### src/rtl/instruction_decode_pkg.sv
// Shared decode definitions: opcode constants, FSM state encoding and the
// opcode-to-immediate-format lookup used by fetch, decode and execute.
package instruction_decode_pkg;

   typedef enum logic [1:0] {
      ST_EMPTY = 2'b00,
      ST_FULL  = 2'b01,
      ST_SKID  = 2'b10
   } dec_state_e;

   typedef enum logic [2:0] {
      FMT_R    = 3'd0,   // register-register, no immediate
      FMT_I    = 3'd1,
      FMT_S    = 3'd2,
      FMT_B    = 3'd3,
      FMT_U    = 3'd4,
      FMT_J    = 3'd5,
      FMT_NONE = 3'd6,   // FENCE: legal, immediate forced to zero
      FMT_BAD  = 3'd7    // unsupported encoding
   } imm_fmt_e;

   localparam logic [6:0] OP_LOAD   = 7'b0000011;
   localparam logic [6:0] OP_FENCE  = 7'b0001111;
   localparam logic [6:0] OP_OP_IMM = 7'b0010011;
   localparam logic [6:0] OP_AUIPC  = 7'b0010111;
   localparam logic [6:0] OP_STORE  = 7'b0100011;
   localparam logic [6:0] OP_OP     = 7'b0110011;
   localparam logic [6:0] OP_LUI    = 7'b0110111;
   localparam logic [6:0] OP_BRANCH = 7'b1100011;
   localparam logic [6:0] OP_JALR   = 7'b1100111;
   localparam logic [6:0] OP_JAL    = 7'b1101111;
   localparam logic [6:0] OP_SYSTEM = 7'b1110011;

   // Map a 7-bit opcode onto its immediate format; unknown opcodes are FMT_BAD.
   function automatic imm_fmt_e opcode_fmt(input logic [6:0] op);
      imm_fmt_e fmt;
      case (op)
         OP_OP_IMM, OP_LOAD, OP_JALR, OP_SYSTEM: fmt = FMT_I;
         OP_STORE:                               fmt = FMT_S;
         OP_BRANCH:                              fmt = FMT_B;
         OP_LUI, OP_AUIPC:                       fmt = FMT_U;
         OP_JAL:                                 fmt = FMT_J;
         OP_OP:                                  fmt = FMT_R;
         OP_FENCE:                               fmt = FMT_NONE;
         default:                                fmt = FMT_BAD;
      endcase
      return fmt;
   endfunction

endpackage

### src/rtl/instruction_decode_decode_imm.sv
// Combinational immediate generator: sign-extends the immediate of a 32-bit
// instruction according to its opcode format and flags unsupported encodings.
module decode_imm
   import instruction_decode_pkg::*;
(
   input  logic [31:0] instr,
   output logic [31:0] imm,
   output logic        illegal
);

   imm_fmt_e fmt_s;

   // Select the immediate layout from the opcode and assemble it.
   always_comb begin
      fmt_s   = opcode_fmt(instr[6:0]);
      imm     = 32'd0;
      illegal = 1'b0;
      case (fmt_s)
         FMT_I:   imm = {{20{instr[31]}}, instr[31:20]};
         FMT_S:   imm = {{20{instr[31]}}, instr[31:25], instr[11:7]};
         FMT_B:   imm = {{19{instr[31]}}, instr[31], instr[7], instr[30:25],
                         instr[11:8], 1'b0};
         FMT_U:   imm = {instr[31:12], 12'd0};
         FMT_J:   imm = {{11{instr[31]}}, instr[31], instr[19:12], instr[20],
                         instr[30:21], 1'b0};
         FMT_R:   imm = 32'd0;
         FMT_NONE: imm = 32'd0;
         default: begin
            imm     = 32'd0;
            illegal = 1'b1;
         end
      endcase
      // Compressed / non-32-bit encodings are never supported.
      if (instr[1:0] != 2'b11) begin
         illegal = 1'b1;
      end else begin
         illegal = illegal;
      end
   end

endmodule

### src/rtl/instruction_decode.sv
// Decode stage: one output register plus one skid register so fetch sees a
// registered stall. Decoded fields are computed on the word being loaded and
// registered, so every output comes straight from a flop.
module instruction_decode
   import instruction_decode_pkg::*;
#(
   parameter int IWIDTH   = 32,
   parameter int PC_WIDTH = 32
)(
   input  logic                d_clk,
   input  logic                d_rst,
   input  logic [IWIDTH-1:0]   d_i_instr,
   input  logic [PC_WIDTH-1:0] d_i_pc,
   input  logic                d_i_ce,
   output logic                d_o_stall,
   input  logic                d_i_stall,
   input  logic                d_i_flush,
   output logic                d_o_flush,
   output logic                d_o_ce,
   output logic [PC_WIDTH-1:0] d_o_pc,
   output logic [6:0]          d_o_opcode,
   output logic [4:0]          d_o_rd_addr,
   output logic [4:0]          d_o_rs1_addr,
   output logic [4:0]          d_o_rs2_addr,
   output logic [2:0]          d_o_funct3,
   output logic [6:0]          d_o_funct7,
   output logic [31:0]         d_o_imm,
   output logic                d_o_illegal
);

   dec_state_e          state_r;
   dec_state_e          next_state_s;
   logic [IWIDTH-1:0]   skid_instr_r;
   logic [PC_WIDTH-1:0] skid_pc_r;
   logic                accept_s;
   logic                load_out_s;
   logic                load_skid_s;
   logic                from_skid_s;
   logic [IWIDTH-1:0]   load_instr_s;
   logic [PC_WIDTH-1:0] load_pc_s;
   logic [31:0]         word_s;
   logic [31:0]         load_imm_s;
   logic                load_illegal_s;

   // d_o_stall is exactly (state==SKID), so it doubles as the registered stall.
   assign accept_s = d_i_ce & ~d_o_stall;

   // Next-state and register-load decisions for the output/skid pair.
   always_comb begin
      next_state_s = state_r;
      load_out_s   = 1'b0;
      load_skid_s  = 1'b0;
      from_skid_s  = 1'b0;
      case (state_r)
         ST_EMPTY: begin
            if (accept_s) begin
               next_state_s = ST_FULL;
               load_out_s   = 1'b1;
            end else begin
               next_state_s = ST_EMPTY;
            end
         end
         ST_FULL: begin
            if (accept_s && d_i_stall) begin
               next_state_s = ST_SKID;
               load_skid_s  = 1'b1;
            end else if (accept_s) begin
               next_state_s = ST_FULL;
               load_out_s   = 1'b1;
            end else if (!d_i_stall) begin
               next_state_s = ST_EMPTY;
            end else begin
               next_state_s = ST_FULL;
            end
         end
         ST_SKID: begin
            if (!d_i_stall) begin
               next_state_s = ST_FULL;
               load_out_s   = 1'b1;
               from_skid_s  = 1'b1;
            end else begin
               next_state_s = ST_SKID;
            end
         end
         default: next_state_s = ST_EMPTY;
      endcase
   end

   // Word headed for the output register: the skid entry drains first.
   always_comb begin
      if (from_skid_s) begin
         load_instr_s = skid_instr_r;
         load_pc_s    = skid_pc_r;
      end else begin
         load_instr_s = d_i_instr;
         load_pc_s    = d_i_pc;
      end
      word_s = 32'(load_instr_s);
   end

   decode_imm u_decode_imm (
      .instr   (word_s),
      .imm     (load_imm_s),
      .illegal (load_illegal_s)
   );

   // FSM, skid storage and registered decode outputs; reset then flush win.
   always_ff @(posedge d_clk) begin
      if (d_rst) begin
         state_r      <= ST_EMPTY;
         skid_instr_r <= '0;
         skid_pc_r    <= '0;
         d_o_stall    <= 1'b0;
         d_o_flush    <= 1'b0;
         d_o_ce       <= 1'b0;
         d_o_pc       <= '0;
         d_o_opcode   <= 7'd0;
         d_o_rd_addr  <= 5'd0;
         d_o_rs1_addr <= 5'd0;
         d_o_rs2_addr <= 5'd0;
         d_o_funct3   <= 3'd0;
         d_o_funct7   <= 7'd0;
         d_o_imm      <= 32'd0;
         d_o_illegal  <= 1'b0;
      end else if (d_i_flush) begin
         state_r      <= ST_EMPTY;
         skid_instr_r <= '0;
         skid_pc_r    <= '0;
         d_o_stall    <= 1'b0;
         d_o_flush    <= 1'b1;
         d_o_ce       <= 1'b0;
         d_o_illegal  <= 1'b0;
      end else begin
         state_r   <= next_state_s;
         d_o_stall <= (next_state_s == ST_SKID);
         d_o_ce    <= (next_state_s != ST_EMPTY);
         d_o_flush <= 1'b0;
         if (load_skid_s) begin
            skid_instr_r <= d_i_instr;
            skid_pc_r    <= d_i_pc;
         end
         if (load_out_s) begin
            d_o_pc       <= load_pc_s;
            d_o_opcode   <= word_s[6:0];
            d_o_rd_addr  <= word_s[11:7];
            d_o_rs1_addr <= word_s[19:15];
            d_o_rs2_addr <= word_s[24:20];
            d_o_funct3   <= word_s[14:12];
            d_o_funct7   <= word_s[31:25];
            d_o_imm      <= load_imm_s;
            d_o_illegal  <= load_illegal_s;
         end
      end
   end

endmodule

### config.mk
export PLATFORM = sky130hd
export DESIGN_NAME = instruction_decode
export DESIGN_NICKNAME = d
export VERILOG_FILES = /design/src/rtl/instruction_decode_pkg.sv /design/src/rtl/instruction_decode_decode_imm.sv /design/src/rtl/instruction_decode.sv
export SDC_FILE = /design/constraint.sdc
export NUM_CORES = 1
export LEC_CHECK = 0
export ABC_AREA = 1
export ABC_CLOCK_PERIOD_IN_PS = 6600
export BUFFER_PORTS_ARGS = -buffer_cell sky130_fd_sc_hd__buf_2
export CORE_ASPECT_RATIO = 0.7
export CORE_MARGIN = 1
export CORE_UTILIZATION = 30
export CTS_CLUSTER_SIZE = 10
export DETAILED_ROUTE_END_ITERATION = 6
export GPL_ROUTABILITY_DRIVEN = 0
export GPL_TIMING_DRIVEN = 0
export SLEW_MARGIN = 10
export SYNTH_ARGS = -nofsm -noshare
export SYNTH_HDL_FRONTEND = slang
export SYNTH_HIERARCHICAL = 1
export SYNTH_SLANG_ARGS = --single-unit
### constraint.sdc
create_clock -name d_clk -period 6.6 [get_ports d_clk]
set_input_delay 0 -clock d_clk [delete_from_list [all_inputs] [get_ports d_clk]]
set_output_delay 0 -clock d_clk [all_outputs]
set_load 0.02 [all_outputs]
==> impl_metrics.yaml, run 1 <==
sta:
  final_hold_viol_count: 0
  relSlewSlack: 0.461
  min_period_over_period: 0.420
  setup_ws_ns: 3.83
  fmax_mhz: 361
  finClkSkew_ns: 0.0145
  setup_viol: 0
  tightest_slew_ns: 0.806
  setup_tns_ns: 0
  min_period_ns: 2.77
  slew_violations: 0
  rsz0062_at_grt: "no"
power_and_ir_drop:
  p_sw_mw: 0.743
  p_int_mw: 1.74
  p_leak_nw: 5.60
  swShare: 0.299
  pwr-share-clk: 0.399
  peakVddDrop_mv: 0.188
  totalPowerFinal_mw: 2.49
  combPwrFrac: 0.170
  seqPwrFrac: 0.431
  power_density_nw_per_um2: 228
synthesis:
  netlist.area_leader.share: 0.397
  syn_area_per_cell_um2: 6.45
  ys_seq_elements: 166
  synth_commonest_cells: "nand2_1, inv_1, nor2_1"
  ys_seq_area_frac: 0.397
  syn_area_um2: 8380
  yosys.cell_count.top_type: "nand2_1"
  synth_area_leaders: "dfxtp_1, nand2_1, inv_1, nor2_1, a21oi_1"
  yosys_warnings: 6
  syn_nets: 1370
  syn_inst: 1299
  synth_edf_count: 0
  ys_types: 23
  yosys.area.top_type: "dfxtp_1"
  synthArstFlopShare: 0
  synthFlopType: "dfxtp_1"
route:
  dr_total_vias: 8925
  top_layer: "met4"
  ant_nets: 0
  drt-total-wl_um: 28500
  wl_met2_um: 11100
  drtIter0Drc: 644
  wirelength_met1_um: 14900
  wire_per_inst_um: 14.7
  drc: 0
  via_per_inst: 4.62
  wl_met3_um: 2210
  first_pass_iters: 5
global_routing:
  grt_usage: 0.202
  grt_pass1_wl_um: 44700
  antenna_found_initial: 2
  grt-ovfl-total: 0
  grt_max_degree: 17
  grt_pass1_vias: 8286
clock_tree:
  cts_buffers: 17
  clk_path_buf_depth: 2
  post-cts-setup-buffer-count: 0
  cts-resized-gates: 0
  cts_tree: "yes"
  clk_latency_ns: 0.44
  clock_sinks: 166
  path_clk_slew_ns: 0.07
  h-tree-depth: 4
  root_buffer: "clkbuf_16"
die:
  rows: 50
  start_util: 0.309
  die_y_um: 142
  die_area_um2: 28600
  core_um2: 27100
  boundaryPins: 169
  dieWidth_um: 202
critical_path:
  cp.buffers_inverters: 5
  crit_path_start_kind: "flop"
  cp.depth: 15
  r2r_end: "d_o_imm[29]"
  slowest_stage: "clkbuf_1"
  crit_end: "d_o_imm[29]"
  endpoint_kind: "flop"
  crit_path_max_fanout: 10
  crit_start: "state_r[0]"
  cp.required_ns: 6.97
  r2r_cells: 15
  cpMostUsedCell: "nand2_1"
  reg2reg_from: "state_r[0]"
  rrSetupSlack_ns: 3.83
  critical-path-max-stage-delay_ns: 0.44
  worst-setup-path-type: "flop to flop"
  cp_data_arrival_time_ns: 3.14
  critPathTopFamily: "simple AND/OR/NAND/NOR gates"
  crit_chain: "inv_1, nand3_2, clkbuf_1, nand2_1, nand2_1, inv_1, nor2_1, clkbuf_1, nand3_1, nand2_1, inv_1, nand3_2, nand3b_1, nand2_1, nor2_1"
final_layout:
  nFillCells: 2923
  multiInputGateArea_um2: 3960
  regArea_um2: 3320
  layout-drive-gt1-share: 0.171
  stdcell_count: 1932
  final_nets: 1623
  area_growth_pct: 30.3
run_status:
  status: "finished clean"
placed_design:
  place.detailed.hpwl_um: 21600
  post-place-cells: 1831
  portBuffers: 168
  dpl_worst_slack_ns: 3.89
worst_hold_path:
  hp-class: "input port to flop"
flow_run:
  maxCapViolations: 0
## cell type report
| type | count | share of cell area |
|---|---|---|
| diodes | 3 | 0.000688 |
| plain buffers | 89 | 0.0375 |
| clock buffers | 20 | 0.0418 |
| clock inverters | 12 | 0.0105 |
| inverters | 183 | 0.0629 |
| multi-input cells | 861 | 0.363 |
| flip-flops and latches | 166 | 0.304 |
| well taps | 364 | 0.0417 |
| repair buffers | 234 | 0.138 |
## worst min-delay path, delay by kind of cell
family | cells | cell delay (ns)
AOI/OAI and AO/OA | 2 | 0.17
and+or+nand+nor | 1 | 0.17
buffers and inverters | 1 | 0.09
## cell families (layout without fill, tap and decap cells)
| family | after synthesis | after routing | synth area share |
|---|---|---|---|
| AO/OA/AOI/OAI | 208 | 208 | 0.126 |
| adder cells (fa/ha/maj) | 2 | 2 | 0.00299 |
| buffers and inverters | 272 | 538 | 0.131 |
| flip-flops | 166 | 166 | 0.397 |
| other | 0 | 3 | 0 |
| AND/OR/NAND/NOR | 651 | 651 | 0.344 |
## cells in the final DEF (no fill, tap or decap)
| cell type | n |
|---|---|
| a211oi_1 | 3 |
| a21oi_1 | 118 |
| buf_1 | 14 |
| buf_2 | 198 |
| buf_6 | 5 |
| bufinv_16 | 1 |
| clkbuf_1 | 41 |
| clkbuf_16 | 17 |
| clkbuf_8 | 2 |
| clkinv_1 | 1 |
| clkinv_2 | 2 |
| clkinvlp_4 | 3 |
| dfxtp_1 | 166 |
| diode_2 | 3 |
| dlygate4sd3_1 | 66 |
| ha_1 | 2 |
| inv_1 | 180 |
| inv_2 | 2 |
| inv_6 | 6 |
| nand2_1 | 310 |
| nand2_2 | 5 |
| nand2_4 | 1 |
| nand3_1 | 101 |
| nand3_2 | 22 |
| nand3b_1 | 36 |
| nand4_1 | 1 |
| nor2_1 | 171 |
| nor2_2 | 3 |
| nor2_4 | 1 |
| o211ai_1 | 2 |
| o21ai_0 | 85 |
## power groups by stage
stage | clock [mW] | sequential (mW) | combinational (mW)
after floorplan | 0 | 1.15 | 0.192
final | 0.993 | 1.07 | 0.422
after global routing | 1.06 | 1.08 | 0.467
after detailed placement | 0 | 1.10 | 0.384
after global placement | 0 | 1.09 | 0.380
after CTS | 1.02 | 1.07 | 0.419
## through the flow
stage / util / instance area (um^2) / hold WS (ns)
after floorplan: - / 8380 / 0.0724
after detailed placement: 0.357 / 9670 / 0.230
after global routing: 0.403 / 10900 / 0.0877
after global placement: 0.357 / 9670 / 0.238
after CTS: 0.403 / 10900 / 0.0498
final: 0.403 / 10900 / 0.0458
## routing by layer
layer	vias up	GRT usage
li1	4556	-
met3	20	0.0625
met5	-	0
met2	287	0.280
met1	4062	0.297
met4	0	0.0486
## flip-flops by register name (all words and copies together), names as in the netlist, 7 cells and up
name,cells
d_o_pc,32
skid_instr_r,32
d_o_imm,32
d_o_opcode,7
d_o_funct7,7
skid_pc_r,32
## worst min-delay path by stage
stage | start | to | slack [ns] | depth (start not counted)
floorplan | d_rst | d_o_flush | 0.07 | 1
global placement | d_rst | d_o_flush | 0.24 | 2
detailed placement | d_rst | d_o_flush | 0.23 | 2
CTS | d_i_flush | skid_instr_r[31] | 0.05 | 4
global route | d_i_flush | skid_pc_r[6] | 0.09 | 4
finish | d_i_flush | skid_instr_r[31] | 0.05 | 4
## repair_timing
| item | in CTS | in global routing |
|---|---|---|
| hold buffers | 66 | 0 |
| endpoints found under the setup margin | 0 | 0 |
| hold endpoints to repair | 101 | 0 |
(Power assumes the default switching activity.)
==> run 2, diff against run 1 <==
ABC_AREA = 0   (was 1)
ABC_CLOCK_PERIOD_IN_PS = 2350   (was 6600)
clock period = 2.35 ns   (was 6.6 ns; I/O delays follow)
==> impl_metrics.yaml, run 2 <==
synthesis:
  synthXorXnorAreaFrac: 0.00117
  synth-simple-area-share: 0.193
  synth_top_family_by_area: "compound AO/OA/AOI/OAI gates"
  synthAdderAreaFrac: 0.00333
  syn_area_per_cell_um2: 8.61
  synth_compound_area_frac: 0.205
  synth_mux_area_frac: 0.0906
  netlist.area_leader.share: 0.443
  yosys.area.top_type: "dfxtp_1"
  syn_inst: 872
  syn_nets: 943
  ys_seq_area_frac: 0.443
  synth_edf_count: 0
  synth_area_leaders: "dfxtp_1, a21oi_1, nand2_1, nor3_1, a211oi_2"
  yosys_warnings: 6
  yosys.cell_count.top_type: "dfxtp_1"
  ys_seq_elements: 166
  synth_commonest_cells: "dfxtp_1, a21oi_1, nand2_1"
  synthArstFlopShare: 0
  synthFlopType: "dfxtp_1"
  syn_area_um2: 7510
  ys_types: 48
die:
  rows: 48
  dieWidth_um: 191
  start_util: 0.305
  core_um2: 24600
  die_area_um2: 25700
  boundaryPins: 169
  die_y_um: 134
clock_tree:
  cts_tree: "yes"
  h-tree-depth: 4
  path_clk_slew_ns: 0.06
  cts_buffers: 17
  clock_sinks: 166
  clk_latency_ns: 0.44
  clk_path_buf_depth: 2
  root_buffer: "clkbuf_16"
global_routing:
  grt_util_met3: 0.0604
  grt_max_degree: 17
  grt_usage: 0.200
  antenna_found_initial: 3
  grt_pass1_wl_um: 39200
  grt_busiest_layer: "met1"
  grt_util_met1: 0.309
  grt_pass1_vias: 6874
  grt-ovfl-total: 0
  use_met2: 0.269
placed_design:
  place.detailed.hpwl_um: 18700
  dpl_worst_slack_ns: -0.512
  portBuffers: 167
  place_area_um2: 8760
sta:
  slew_violations: 0
  min_period_ns: 2.33
  setup_viol: 0
  relSlewSlack: 0.456
  rsz0062_at_grt: "yes"
  final_hold_viol_count: 0
  fmax_mhz: 429
  finClkSkew_ns: 0.0110
  setup_ws_ns: 0.0167
  tightest_slew_ns: 0.816
  min_period_over_period: 0.993
critical_path:
  cp_data_arrival_time_ns: 2.63
  worst-setup-path-type: "flop to flop"
  rrSetupSlack_ns: 0.02
  crit_path_start_kind: "flop"
  r2r_end: "d_o_imm[21]"
  crit_path_max_fanout: 5
  cp.required_ns: 2.65
  endpoint_kind: "flop"
  r2r_cells: 11
  reg2reg_from: "state_r[0]"
route:
  ant_nets: 0
  first_pass_iters: 5
  via_per_inst: 5.01
  drt-total-wl_um: 26100
  drc: 0
  dr_total_vias: 7417
  wire_per_inst_um: 17.6
  drtIter0Drc: 593
power_and_ir_drop:
  peakVddDrop_mv: 0.539
  totalPowerFinal_mw: 6.86
  p_leak_nw: 4.18
  power_density_nw_per_um2: 655
flow_run:
  maxCapViolations: 0
worst_hold_path:
  hp-class: "input port to flop"
  min_to: "d_o_ce"
  hold_path_depth: 3
  hold_path_startpoint: "d_i_ce"
final_layout:
  layout_common_cells: "buf_2, dfxtp_1, nand2_1"
  final_area_um2: 10500
  final_common_cell: "buf_2"
  fin_util: 0.426
  final_nets: 1211
  layout-drive-gt1-share: 0.319
  area_growth_pct: 39.6
run_status:
  status: "finished clean"
-- run 2: cell type report --
class                           instances  area, um^2
Antenna cell                            3        7.51
Inverter                                2        7.51
Clock buffer                           17         425
Multi-Input combinational cell        620        3920
Timing Repair Buffer                  253        1710
Buffer                                 80         492
Clock inverter                         14         175
Fill cell                            2502       14100
Sequential cell                       166        3330
Tap cell                              325         407
-- run 2: where the power goes --
group / switching, mW / total (mW) / internal [mW]
registers: 0.0493 / 2.96 / 2.91
logic: 0.576 / 0.978 / 0.402
clock network: 1.24 / 2.92 / 1.68
total: 1.87 / 6.86 / 4.99
-- run 2: worst max path at each step --
stage,slack [ns],endpoint,depth (start not counted),startpoint
2_1_floorplan,0.006,d_o_imm[12],11,state_r[0]
3_3_place_gp,-0.49,d_o_imm[12],11,state_r[0]
3_5_place_dp,-0.51,d_o_imm[12],11,state_r[0]
4_1_cts,0.02,d_o_imm[31],9,state_r[0]
5_1_grt,-0.07,d_o_imm[21],11,state_r[1]
6_report,0.02,d_o_imm[21],11,state_r[0]
-- run 2: through the flow --
step                hold WS (ns)  TNS [ns]  cells
floorplan                  0.128         0    872
global placement           0.252     -9.05   1364
detailed placement         0.255     -9.91   1364
CTS                        0.133         0   1466
global route               0.187    -0.870   1479
finish                     0.164         0   1480
-- run 2: logic make-up after synthesis --
logic type,Yosys count
buffers and inverters,87
adder cells (fa/ha/maj),2
multiplexers,64
flip-flops,166
XOR/XNOR,1
AND/OR/NAND/NOR,310
AO/OA/AOI/OAI,242
-- run 2: per-layer routing --
metal | wire length [um] | part of all wire
met2 | 10600 | 0.40
met1 | 13400 | 0.51
met3 | 1850 | 0.071
met5 | 0 | 0
met4 | 245 | 0.0094
-- run 2: worst max-delay path, cell delays in order (launching register included) --
cell	delay (ns)
dfxtp_4	0.35
nor3b_4	0.20
buf_6	0.17
buf_8	0.10
mux2_4	0.33
and2_2	0.26
o21ai_4	0.20
a21oi_4	0.11
buf_6	0.14
a21o_1	0.16
o21ai_1	0.09
a21oi_1	0.08
-- run 2: timing repair --
item | in CTS | in global routing
endpoints found under the setup margin | 33 | 26
resized for setup | 44 | 40
pin swaps | 13 | 21
hold buffers | 66 | 0
hold endpoints to repair | 97 | 0
cloned | 1 | 4
buffers inserted | 9 | 7
==> run 3, diff against run 2 <==
CORE_MARGIN = 2   (was 1)
HOLD_SLACK_MARGIN = 0.03   (was not set)
RECOVER_POWER = 50   (was not set)
==> impl_metrics.yaml, run 3 (synthesis gave the netlist of run 2 again) <==
run_status:
  status: "finished with violations"
  failed_checks: "negative setup slack"
clock_tree:
  root_buffer: "clkbuf_16"
  cts_buffers: 17
  clock_sinks: 166
  path_clk_slew_ns: 0.07
  clk_latency_ns: 0.44
  cts_tree: "yes"
  h-tree-depth: 4
  clk_path_buf_depth: 2
final_layout:
  final_common_cell: "dfxtp_1"
  layout_common_cells: "dfxtp_1, nand2_1, clkbuf_1, a21oi_1, nor3_1"
  area_growth_pct: 38.2
  final_nets: 1216
  layout-drive-gt1-share: 0.235
  nFillCells: 2544
  final_area_um2: 10400
critical_path:
  crit_chain: "nor3b_4, buf_6, buf_8, mux2_4, buf_8, nor3b_4, a31oi_2, nor3_4, buf_12, a21o_1, o21ai_4, a21oi_1"
  r2r_cells: 12
  cp.required_ns: 2.72
  critical-path-max-stage-delay_ns: 0.35
  reg2reg_from: "state_r[0]"
  r2r_end: "d_o_imm[12]"
  cp.buffers_inverters: 4
  endpoint_kind: "flop"
  crit_path_start_kind: "flop"
  worst-setup-path-type: "flop to flop"
  crit_path_max_fanout: 8
  critPathTopFamily: "simple AND/OR/NAND/NOR gates"
  cp_data_arrival_time_ns: 2.80
  slowest_stage: "dfxtp_4"
  rrSetupSlack_ns: -0.08
power_and_ir_drop:
  power_density_nw_per_um2: 662
  peakVddDrop_mv: 0.490
  p_leak_nw: 3.80
route:
  ant_nets: 0
  drtIter0Drc: 506
  wire_per_inst_um: 18.2
  first_pass_iters: 6
  drc: 0
  drt-total-wl_um: 27000
  dr_total_vias: 7555
  via_per_inst: 5.09
flow_run:
  maxCapViolations: 0
global_routing:
  grt-ovfl-total: 0
  antenna_found_initial: 3
  grt_max_degree: 17
  grt_pass1_wl_um: 40000
  grt_usage: 0.201
  grt_pass1_vias: 6931
sta:
  rsz0062_at_grt: "yes"
  tightest_slew_ns: 0.828
  min_period_ns: 2.43
  slew_violations: 0
  setup_ws_ns: -0.0833
  setup_tns_ns: -0.602
  relSlewSlack: 0.448
  fmax_mhz: 411
  final_hold_viol_count: 0
  finClkSkew_ns: 0.00789
  min_period_over_period: 1.04
  setup_viol: 15
  hold-worst-slack_ns: 0.114
placed_design:
  portBuffers: 167
  place_area_um2: 8760
  place.detailed.hpwl_um: 18700
die:
  die_y_um: 136
  core_um2: 24600
  start_util: 0.305
  dieWidth_um: 193
  boundaryPins: 169
  rows: 48
  die_area_um2: 26300
worst_hold_path:
  hp-class: "input port to flop"
  hold_path_depth: 3
  hold_path_startpoint: "d_i_ce"
  min_to: "d_o_ce"
-- run 3: timing repair --
action | CTS | global route
hold endpoints to repair | 103 | 0
pin swaps | 19 | 29
resized for setup | 47 | 38
hold buffers | 67 | 0
cloned | 2 | 2
setup endpoints to repair | 33 | 33
setup buffers | 10 | 12
-- run 3: worst register-to-register path, stage by stage, from the launching register on --
cell     delay (ns)
dfxtp_4        0.35
nor3b_4        0.22
buf_6          0.17
buf_8          0.10
mux2_4         0.32
buf_8          0.14
nor3b_4        0.22
a31oi_2        0.07
nor3_4         0.23
buf_12         0.15
a21o_1         0.16
o21ai_4        0.08
a21oi_1        0.14
-- run 3: metal layers --
layer / vias up / wire (um) / global-route usage
met4: 2 / 345 / 0.0513
met2: 256 / 11400 / 0.285
met3: 35 / 2050 / 0.0537
li1: 3647 / - / -
met5: - / 11 / 0
met1: 3615 / 13200 / 0.296
-- run 3: cell type report --
class / count / area [um^2] / share of cell area
diodes: 2 / 5.00 / 0.000482
plain buffers: 79 / 475 / 0.0458
clock buffers: 18 / 439 / 0.0423
clock inverters: 14 / 175 / 0.0169
inverters: 2 / 7.51 / 0.000724
multi-input cells: 619 / 3910 / 0.377
flip-flops and latches: 166 / 3330 / 0.321
well taps: 325 / 407 / 0.0392
repair buffers: 260 / 1620 / 0.156
-- run 3: worst max path at each step --
stage / start / to / slack, ns / cells after the start
after global placement: state_r[0] / d_o_imm[12] / -0.49 / 11
after detailed placement: state_r[0] / d_o_imm[12] / -0.52 / 11
after CTS: state_r[0] / d_o_illegal / -0.0003 / 12
final: state_r[0] / d_o_imm[12] / -0.08 / 12
after global routing: state_r[0] / d_o_imm[16] / -0.15 / 12
after floorplan: state_r[0] / d_o_imm[12] / 0.006 / 11
-- run 3: through the flow --
stage               setup WS, ns  total power, mW  utilization  std cells
floorplan                0.00622             3.53            -        872
global placement          -0.488             3.83        0.356       1364
detailed placement        -0.525             3.85        0.356       1364
CTS                    -0.000346             6.91        0.418       1470
global route              -0.146             7.13        0.421       1484
finish                   -0.0833             6.87        0.421       1485
-- run 3: where the power goes --
group	switching (mW)	leakage (nW)	internal (mW)	total (mW)
registers	0.0542	1.35	2.91	2.96
clock network	1.23	0.299	1.71	2.94
logic	0.584	2.15	0.380	0.964
